### src/rtl/vld_flow_ctrl.sv
// rtl/vld_flow_ctrl.sv - VLD enable sequencer with backpressure/MB-boundary stalls and statistics
//
// Purpose: drives vld_en (advances getbits and the VLD together) from bitstream
// availability and downstream FIFO backpressure. Holds at macroblock boundaries while
// motion compensation is busy. Keeps per-slice macroblock, slice and stall statistics.
//
// Ports:
//   clk, rst (sync, active-high), clk_en (0 freezes everything)
//   getbits_valid, rld_wr_almost_full, mvec_wr_almost_full, motcomp_busy  - flow inputs
//   macroblock_end, slice_end  - VLD pulses, honoured only in RUN
//   vld_en        - registered enable
//   state         - 0 IDLE, 1 RUN, 2 BP_STALL, 3 MB_WAIT
//   mb_cnt        - macroblocks completed in current slice
//   slice_cnt     - slices completed since reset (wraps)
//   stall_cycles  - cycles spent in BP_STALL or MB_WAIT (saturates)
module vld_flow_ctrl #(
  parameter int RESUME_DLY = 2,
  parameter int CNT_W      = 16
) (
  input  logic             clk,
  input  logic             rst,
  input  logic             clk_en,
  input  logic             getbits_valid,
  input  logic             rld_wr_almost_full,
  input  logic             mvec_wr_almost_full,
  input  logic             motcomp_busy,
  input  logic             macroblock_end,
  input  logic             slice_end,
  output logic             vld_en,
  output logic [1:0]       state,
  output logic [CNT_W-1:0] mb_cnt,
  output logic [CNT_W-1:0] slice_cnt,
  output logic [CNT_W-1:0] stall_cycles
);

  // hold_cnt only needs to count 0..RESUME_DLY-1
  localparam int HOLD_W = (RESUME_DLY > 1) ? $clog2(RESUME_DLY) : 1;
  localparam logic [HOLD_W-1:0] HOLD_LAST = HOLD_W'(RESUME_DLY - 1);

  typedef enum logic [1:0] {
    S_IDLE     = 2'd0,
    S_RUN      = 2'd1,
    S_BP_STALL = 2'd2,
    S_MB_WAIT  = 2'd3
  } state_t;

  state_t             state_q, state_d;
  logic [HOLD_W-1:0]  hold_q, hold_d;
  logic               bp;
  logic               in_run;
  logic               in_stall;

  assign bp       = rld_wr_almost_full | mvec_wr_almost_full;
  assign in_run   = (state_q == S_RUN);
  assign in_stall = (state_q == S_BP_STALL) || (state_q == S_MB_WAIT);
  assign state    = state_q;

  always_comb begin
    state_d = state_q;
    hold_d  = hold_q;
    case (state_q)
      S_IDLE: begin
        if (getbits_valid && !bp) state_d = S_RUN;
      end
      S_RUN: begin
        if (bp) begin
          state_d = S_BP_STALL;
          hold_d  = '0;
        end else if (macroblock_end && motcomp_busy) begin
          state_d = S_MB_WAIT;
        end else if (!getbits_valid) begin
          state_d = S_IDLE;
        end
      end
      S_BP_STALL: begin
        // Any backpressure restarts the resume window.
        if (bp) begin
          hold_d = '0;
        end else if (hold_q == HOLD_LAST) begin
          state_d = getbits_valid ? S_RUN : S_IDLE;
        end else begin
          hold_d = hold_q + HOLD_W'(1);
        end
      end
      S_MB_WAIT: begin
        if (!motcomp_busy) begin
          if (bp) begin
            state_d = S_BP_STALL;
            hold_d  = '0;
          end else begin
            state_d = getbits_valid ? S_RUN : S_IDLE;
          end
        end
      end
      default: state_d = S_IDLE;
    endcase
  end

  always_ff @(posedge clk) begin
    if (rst) begin
      state_q      <= S_IDLE;
      hold_q       <= '0;
      vld_en       <= 1'b0;
      mb_cnt       <= '0;
      slice_cnt    <= '0;
      stall_cycles <= '0;
    end else if (clk_en) begin
      state_q <= state_d;
      hold_q  <= hold_d;
      // Looks ahead at next state so the enable lands one cycle after the input change.
      vld_en  <= (state_d == S_RUN) && getbits_valid && !bp;

      if (in_run && slice_end) begin
        mb_cnt <= '0;
      end else if (in_run && macroblock_end) begin
        mb_cnt <= mb_cnt + CNT_W'(1);
      end

      if (in_run && slice_end) begin
        slice_cnt <= slice_cnt + CNT_W'(1);
      end

      if (in_stall && (stall_cycles != '1)) begin
        stall_cycles <= stall_cycles + CNT_W'(1);
      end
    end
  end

endmodule

### config.mk
export PLATFORM = sky130hd
export DESIGN_NAME = vld_flow_ctrl
export DESIGN_NICKNAME = d
export VERILOG_FILES = /design/src/rtl/vld_flow_ctrl.sv
export SDC_FILE = /design/constraint.sdc
export NUM_CORES = 1
export LEC_CHECK = 0
export ABC_AREA = 1
export BUFFER_PORTS_ARGS = -buffer_cell sky130_fd_sc_hd__buf_2
export CAP_MARGIN = 20
export CORE_MARGIN = 2
export CORE_UTILIZATION = 42
export CTS_CLUSTER_SIZE = 40
export DETAILED_ROUTE_END_ITERATION = 10
export SYNTH_ARGS = -nofsm -noshare
export SYNTH_HDL_FRONTEND = slang
export SYNTH_SLANG_ARGS = --single-unit
### constraint.sdc
create_clock -name clk -period 2.9 [get_ports clk]
set_clock_uncertainty 0.1 [all_clocks]
set_input_delay 0.145 -clock clk [delete_from_list [all_inputs] [get_ports clk]]
set_output_delay 0.145 -clock clk [all_outputs]
set_load 0.03 [all_outputs]
==> results of run 1 <==
==> state kept, by name (all words and copies together) (netlist names) <==
signal        flops
hold_q            1
mb_cnt           16
slice_cnt        16
stall_cycles     16
state             2
vld_en            1
==> area by class of cell <==
type	instances	area (um2)
fillers	684	3140
multi-input cells	317	1530
clock inverters	2	35.0
well taps	77	96.3
clock buffers	6	72.6
flip-flops and latches	52	1040
repair buffers	60	303
inverters	53	199
==> layer usage <==
metal | wire [um] | vias up | share of wire
li1 | - | 1481 | -
met1 | 3160 | 1209 | 0.51
met2 | 2700 | 55 | 0.43
met3 | 270 | 6 | 0.043
met4 | 78 | 0 | 0.013
met5 | 0 | - | 0
==> synthesized netlist by cell type, types with 3 or more instances <==
library cell  instances
nand2_1             125
nor2_1               58
dfxtp_1              52
inv_1                50
a21oi_1              33
nand3_1              21
o21ai_0              17
nand4_1              11
nor2_2                8
a21oi_2               7
xor2_1                6
nor3_1                5
xnor2_1               5
buf_6                 3
clkbuf_1              3
ha_1                  3
inv_2                 3
nand2_2               3
==> power groups by stage <==
| stage | Clock, mW | Sequential, mW | Combinational (mW) |
|---|---|---|---|
| final | 0.493 | 0.726 | 0.0813 |
| after global routing | 0.542 | 0.727 | 0.0918 |
| after CTS | 0.511 | 0.726 | 0.0821 |
| after detailed placement | 0 | 0.742 | 0.0818 |
| after global placement | 0 | 0.742 | 0.0820 |
| after floorplan | 0 | 0.752 | 0.0508 |
==> metrics by stage <==
step,hold WS (ns),worst slack (ns),total power [mW]
finish,0.0543,0.962,1.30
global placement,0.352,1.03,0.824
detailed placement,0.356,0.974,0.824
floorplan,0.123,1.08,0.802
global route,0.0819,0.688,1.36
CTS,0.0445,0.955,1.32
==> worst max-delay path, cell delays in order, from the launching register on <==
cell,delay [ns]
dfxtp_1,0.43
nand3_2,0.16
nor2_2,0.42
inv_1,0.17
nor2_2,0.23
nand4_1,0.16
nand2_1,0.09
nand2_1,0.05
nor2_1,0.08
==> cell families after synthesis <==
family                   share of synthesized area
AND/OR/NAND/NOR                              0.369
AO/OA/AOI/OAI                                0.126
buffers and inverters                       0.0906
flip-flops                                   0.368
XOR/XNOR                                    0.0340
adder cells (fa/ha/maj)                     0.0133
==> final timing paths <==
| path | to | start | slack [ns] | cells past startpoint |
|---|---|---|---|---|
| setup / recovery | mb_cnt[14] | state[0] | 0.96 | 8 |
| hold / removal | mb_cnt[0] | slice_end | 0.05 | 3 |
| setup reg to reg | mb_cnt[14] | state[0] | 0.96 | 8 |
| hold reg to reg | vld_en | vld_en | 0.36 | 2 |
==> flow_metrics.py, run 1 <==
metrics = {
    "routing": {
        "drt_drc_violations_left": 0,
        "drt_pre_antenna_iters": 6,
        "avgViaCountPerCell": 4.85,
        "dr_total_vias": 2751,
        "drt-initial-drc-count": 95,
        "wire_length_per_cell_um": 10.9,
        "detail-route-antenna-nets": 0,
        "wirelength_um": 6210,
    },
    "floorplanning": {
        "floorplan.initialDensity": 0.441,
        "ioPinCount": 60,
        "dieWidth_um": 86.1,
        "die_area_um2": 7410,
        "core_area_um2": 6420,
        "placementRows": 29,
        "chipHeight_um": 86.1,
    },
    "sta": {
        "normalized_max_slew_margin": 0.654,
        "layout_worst_path_cycle_share": 0.668,
        "setup_viol": 0,
        "final-max-slew-violation-count": 0,
        "fin_tns_setup_ns": 0,
        "layout_min_cycle_time_ns": 1.94,
        "setup_repair_after_global_routing_missed_its_margin": "false",
        "timing.final.hold_violations": 0,
        "worst_pin_slew_ns": 0.519,
        "achievable_clock_frequency_ghz": 0.516,
    },
    "critical_path": {
        "worst_setup_path_start_kind": "flop",
        "cp_data_arrival_time_ns": 2.09,
        "crit_fanout": 11,
        "cp_data_required_time_ns": 3.05,
        "worst_setup_end_kind": "flop",
        "criticalPathCategory": "reg2reg",
    },
    "yosys": {
        "synth.lib_cells_used.distinct": 32,
        "number_of_synthesized_flops_with_an_enable_pin": 0,
        "synth_nets": 442,
        "cells_after_synthesis": 430,
        "ys_seq_area_frac": 0.368,
        "yosys-top-cells-area": "dfxtp_1 (37%), nand2_1 (17%), nor2_1 (7.7%)",
        "yosys_most_used_dff": "dfxtp_1",
        "yosys_register_bits": 52,
        "ys.warnings.count": 0,
        "post-synth-top-area-fraction": 0.368,
        "synth.largest_area_cell": "dfxtp_1",
        "synth_area_um2": 2830,
        "mean_area_per_synthesized_cell_um2": 6.58,
        "ys_async_sr_fraction": 0,
    },
    "pwr": {
        "vdd_drop_max_mv": 0.204,
        "power.sequential.fraction": 0.558,
        "power.switching_mw": 0.302,
        "pwr-share-comb": 0.063,
        "power.share.switching": 0.232,
        "power.share.clock": 0.379,
        "cell_int_power_mw": 0.999,
        "power.density_nw_per_um2": 396,
        "power.static_leakage_nw": 1.42,
    },
    "layout": {
        "fin_area_um2": 3280,
        "layout_common_cells": "nand2_1 (125), buf_2 (59), nor2_1 (58)",
        "final_core_utilization": 0.511,
        "num_antenna_cells": 0,
        "stdcell_count": 567,
        "layout_area_overhead_pct": 15.9,
        "mostFrequentLayoutCell": "nand2_1",
        "drive_above_1_share": 0.192,
        "final_net_count": 501,
    },
    "clock_network": {
        "tritoncts_num_sinks": 52,
        "worst_skew_pair_latency_ns": 0.31,
        "tritoncts": "yes",
        "cts.hold.buffers_added": 0,
        "clock_slew_at_the_register_clock_pins_of_the_worst_setup_and_hold_paths_ns": 0.09,
        "clockBufferDepth": 2,
        "cts_made_buffers": 5,
        "cts_root_buffer": "clkbuf_8",
        "cts_resized": 0,
        "post-cts-setup-buffer-count": 0,
        "cts-htree-levels": 2,
    },
    "global_route": {
        "gr-total-overflow": 0,
        "gr-usage-met2": 0.279,
        "grt_busiest_layer": "met2",
        "use_met3": 0.0308,
        "first_pass_grt_wire_length_um": 10700,
        "antenna_found_initial": 0,
        "met1_layer_usage_reported_by_global_route": 0.239,
        "grt_start_max_net_pins": 24,
        "grt_pass1_vias": 2398,
        "track_usage": 0.175,
    },
    "min_path": {
        "hp-class": "in2reg",
    },
    "placement": {
        "placement.cell_area_um2": 3170,
        "gp_routability_congestion": 0.819,
        "detailed_place_hpwl_um": 4690,
        "port_buffers": 59,
        "dp.cells": 559,
    },
    "run_status": {
        "status": "complete, no violations",
    },
    "flow_run": {
        "maxCapViolations": 0,
    },
}
Power figures use the tool's default switching activity.
==> inputs of run 2 (changes only) <==
--- a/config.mk
+++ b/config.mk
@@ -12,6 +12,7 @@
 export CORE_UTILIZATION = 42
 export CTS_CLUSTER_SIZE = 40
 export DETAILED_ROUTE_END_ITERATION = 10
+export PLACE_DENSITY = 0.67
 export SYNTH_ARGS = -nofsm -noshare
 export SYNTH_HDL_FRONTEND = slang
 export SYNTH_SLANG_ARGS = --single-unit
==> constraint.sdc (replaced) <==
create_clock -name clk -period 1.7 [get_ports clk]
set_clock_uncertainty 0.1 [all_clocks]
set_input_delay 0.085 -clock clk [delete_from_list [all_inputs] [get_ports clk]]
set_output_delay 0.085 -clock clk [all_outputs]
set_load 0.03 [all_outputs]
==> run 2 against run 1 <==
Design area rose by 6.8%. Sequential cell count did not move. Maximum frequency rose by 20%. Core utilization rose by 3.5 points. Clock power rose by 76%.
==> flow_metrics.py, run 2 (synthesized netlist as in run 1, its figures left out) <==
metrics = {
    "run_status": {
        "status": "complete, no violations",
    },
    "floorplanning": {
        "chipHeight_um": 86.1,
        "die_area_um2": 7410,
        "floorplan.initialDensity": 0.441,
        "core_area_um2": 6420,
        "dieWidth_um": 86.1,
        "placementRows": 29,
        "ioPinCount": 60,
    },
    "global_route": {
        "grt_pass1_vias": 2449,
        "track_usage": 0.180,
        "grt_start_max_net_pins": 23,
        "first_pass_grt_wire_length_um": 11000,
        "antenna_found_initial": 0,
        "gr-total-overflow": 0,
    },
    "clock_network": {
        "tritoncts": "yes",
        "tritoncts_num_sinks": 52,
        "clock_slew_at_the_register_clock_pins_of_the_worst_setup_and_hold_paths_ns": 0.10,
        "clockBufferDepth": 2,
        "cts_made_buffers": 5,
        "cts-htree-levels": 2,
        "cts_root_buffer": "clkbuf_8",
        "worst_skew_pair_latency_ns": 0.31,
    },
    "pwr": {
        "total_power_mw": 2.28,
        "vdd_drop_max_mv": 0.397,
        "power.density_nw_per_um2": 650,
        "power.static_leakage_nw": 1.52,
    },
    "layout": {
        "mostFrequentLayoutCell": "nand2_1",
        "final_core_utilization": 0.545,
        "num_antenna_cells": 0,
        "layout_common_cells": "nand2_1 (124), buf_2 (59), nor2_1 (58)",
        "num-fill-cells": 650,
        "stdcell_count": 583,
        "fin_area_um2": 3500,
        "layout_area_overhead_pct": 23.8,
        "largestRegisters": "mb_cnt x16, slice_cnt x16, stall_cycles x16",
        "drive_above_1_share": 0.239,
        "final_net_count": 517,
    },
    "sta": {
        "final-max-slew-violation-count": 0,
        "normalized_max_slew_margin": 0.757,
        "timing.final.hold_violations": 0,
        "setup_repair_after_global_routing_missed_its_margin": "true",
        "worst_pin_slew_ns": 0.363,
        "achievable_clock_frequency_ghz": 0.617,
        "layout_min_cycle_time_ns": 1.62,
        "layout_worst_path_cycle_share": 0.953,
        "fin_tns_setup_ns": 0,
        "setup_viol": 0,
    },
    "placement": {
        "placement.cell_area_um2": 3280,
        "gp_routability_congestion": 0.845,
        "detailed_place_hpwl_um": 4950,
        "dp.cells": 571,
        "port_buffers": 59,
    },
    "min_path": {
        "hp-class": "in2reg",
    },
    "routing": {
        "drt_pre_antenna_iters": 4,
        "wirelength_um": 6620,
        "dr_total_vias": 2856,
        "drt-initial-drc-count": 109,
        "wire_length_per_cell_um": 11.4,
        "detail-route-antenna-nets": 0,
        "avgViaCountPerCell": 4.90,
        "drt_drc_violations_left": 0,
    },
    "flow_run": {
        "maxCapViolations": 0,
    },
    "critical_path": {
        "criticalPathCategory": "reg2reg",
        "regToRegSetupSlack_ns": 0.08,
        "cp_data_required_time_ns": 1.85,
        "crit_fanout": 5,
        "worst_setup_end_kind": "flop",
        "worst_setup_path_start_kind": "flop",
        "cp_data_arrival_time_ns": 1.77,
    },
}
## run 2: critical path: stages, from the launching register on
cell	delay [ns]
dfxtp_2	0.39
ha_4	0.14
inv_1	0.05
nor2_2	0.11
nand2_2	0.10
nor2_4	0.13
nand2_2	0.08
nand2_4	0.12
clkbuf_16	0.15
nand2_1	0.06
a21oi_2	0.13
## run 2: report_power, final
| part | internal, mW | leakage [nW] | switching [mW] |
|---|---|---|---|
| sequential | 1.23 | 0.423 | 0.0115 |
| clock | 0.437 | 0.0541 | 0.430 |
| combinational | 0.0612 | 1.05 | 0.111 |
| total | 1.72 | 1.52 | 0.552 |
## run 2: cell type report
cell class | instances | area, um2 | area share
multi-input cells | 317 | 1580 | 0.451
well taps | 77 | 96.3 | 0.0275
repair buffers | 76 | 462 | 0.132
clock buffers | 5 | 68.8 | 0.0196
flip-flops and latches | 52 | 1050 | 0.300
clock inverters | 3 | 42.5 | 0.0121
inverters | 53 | 201 | 0.0575
## run 2: per-layer routing
metal,global-route usage,wire (um),up-vias
met5,0,0,-
met4,0.0534,38,0
met3,0.0308,299,4
met2,0.289,3010,56
met1,0.246,3270,1272
li1,-,-,1524
## run 2: stage by stage
stage | setup slack, ns | hold slack, ns
2_1_floorplan | 0.0169 | 0.0635
3_3_place_gp | 0.125 | 0.316
3_5_place_dp | 0.0857 | 0.319
4_1_cts | 0.0567 | 0.0134
5_1_grt | -0.0185 | 0.0425
6_report | 0.0802 | 0.0228
## run 2: worst paths after layout
check | start | end | depth (start not counted)
worst min-delay path | rld_wr_almost_full | hold_q | 4
worst min register to register | vld_en | vld_en | 2
worst max register to register | stall_cycles[1] | stall_cycles[9] | 10
worst max-delay path | stall_cycles[1] | stall_cycles[9] | 10
## run 2: repair_timing
action                     in CTS  in global routing
setup endpoints to repair       0                 24
hold endpoints to repair        2                  0
resized for setup               0                 17
hold buffers                    2                  0
buffers inserted                0                  1
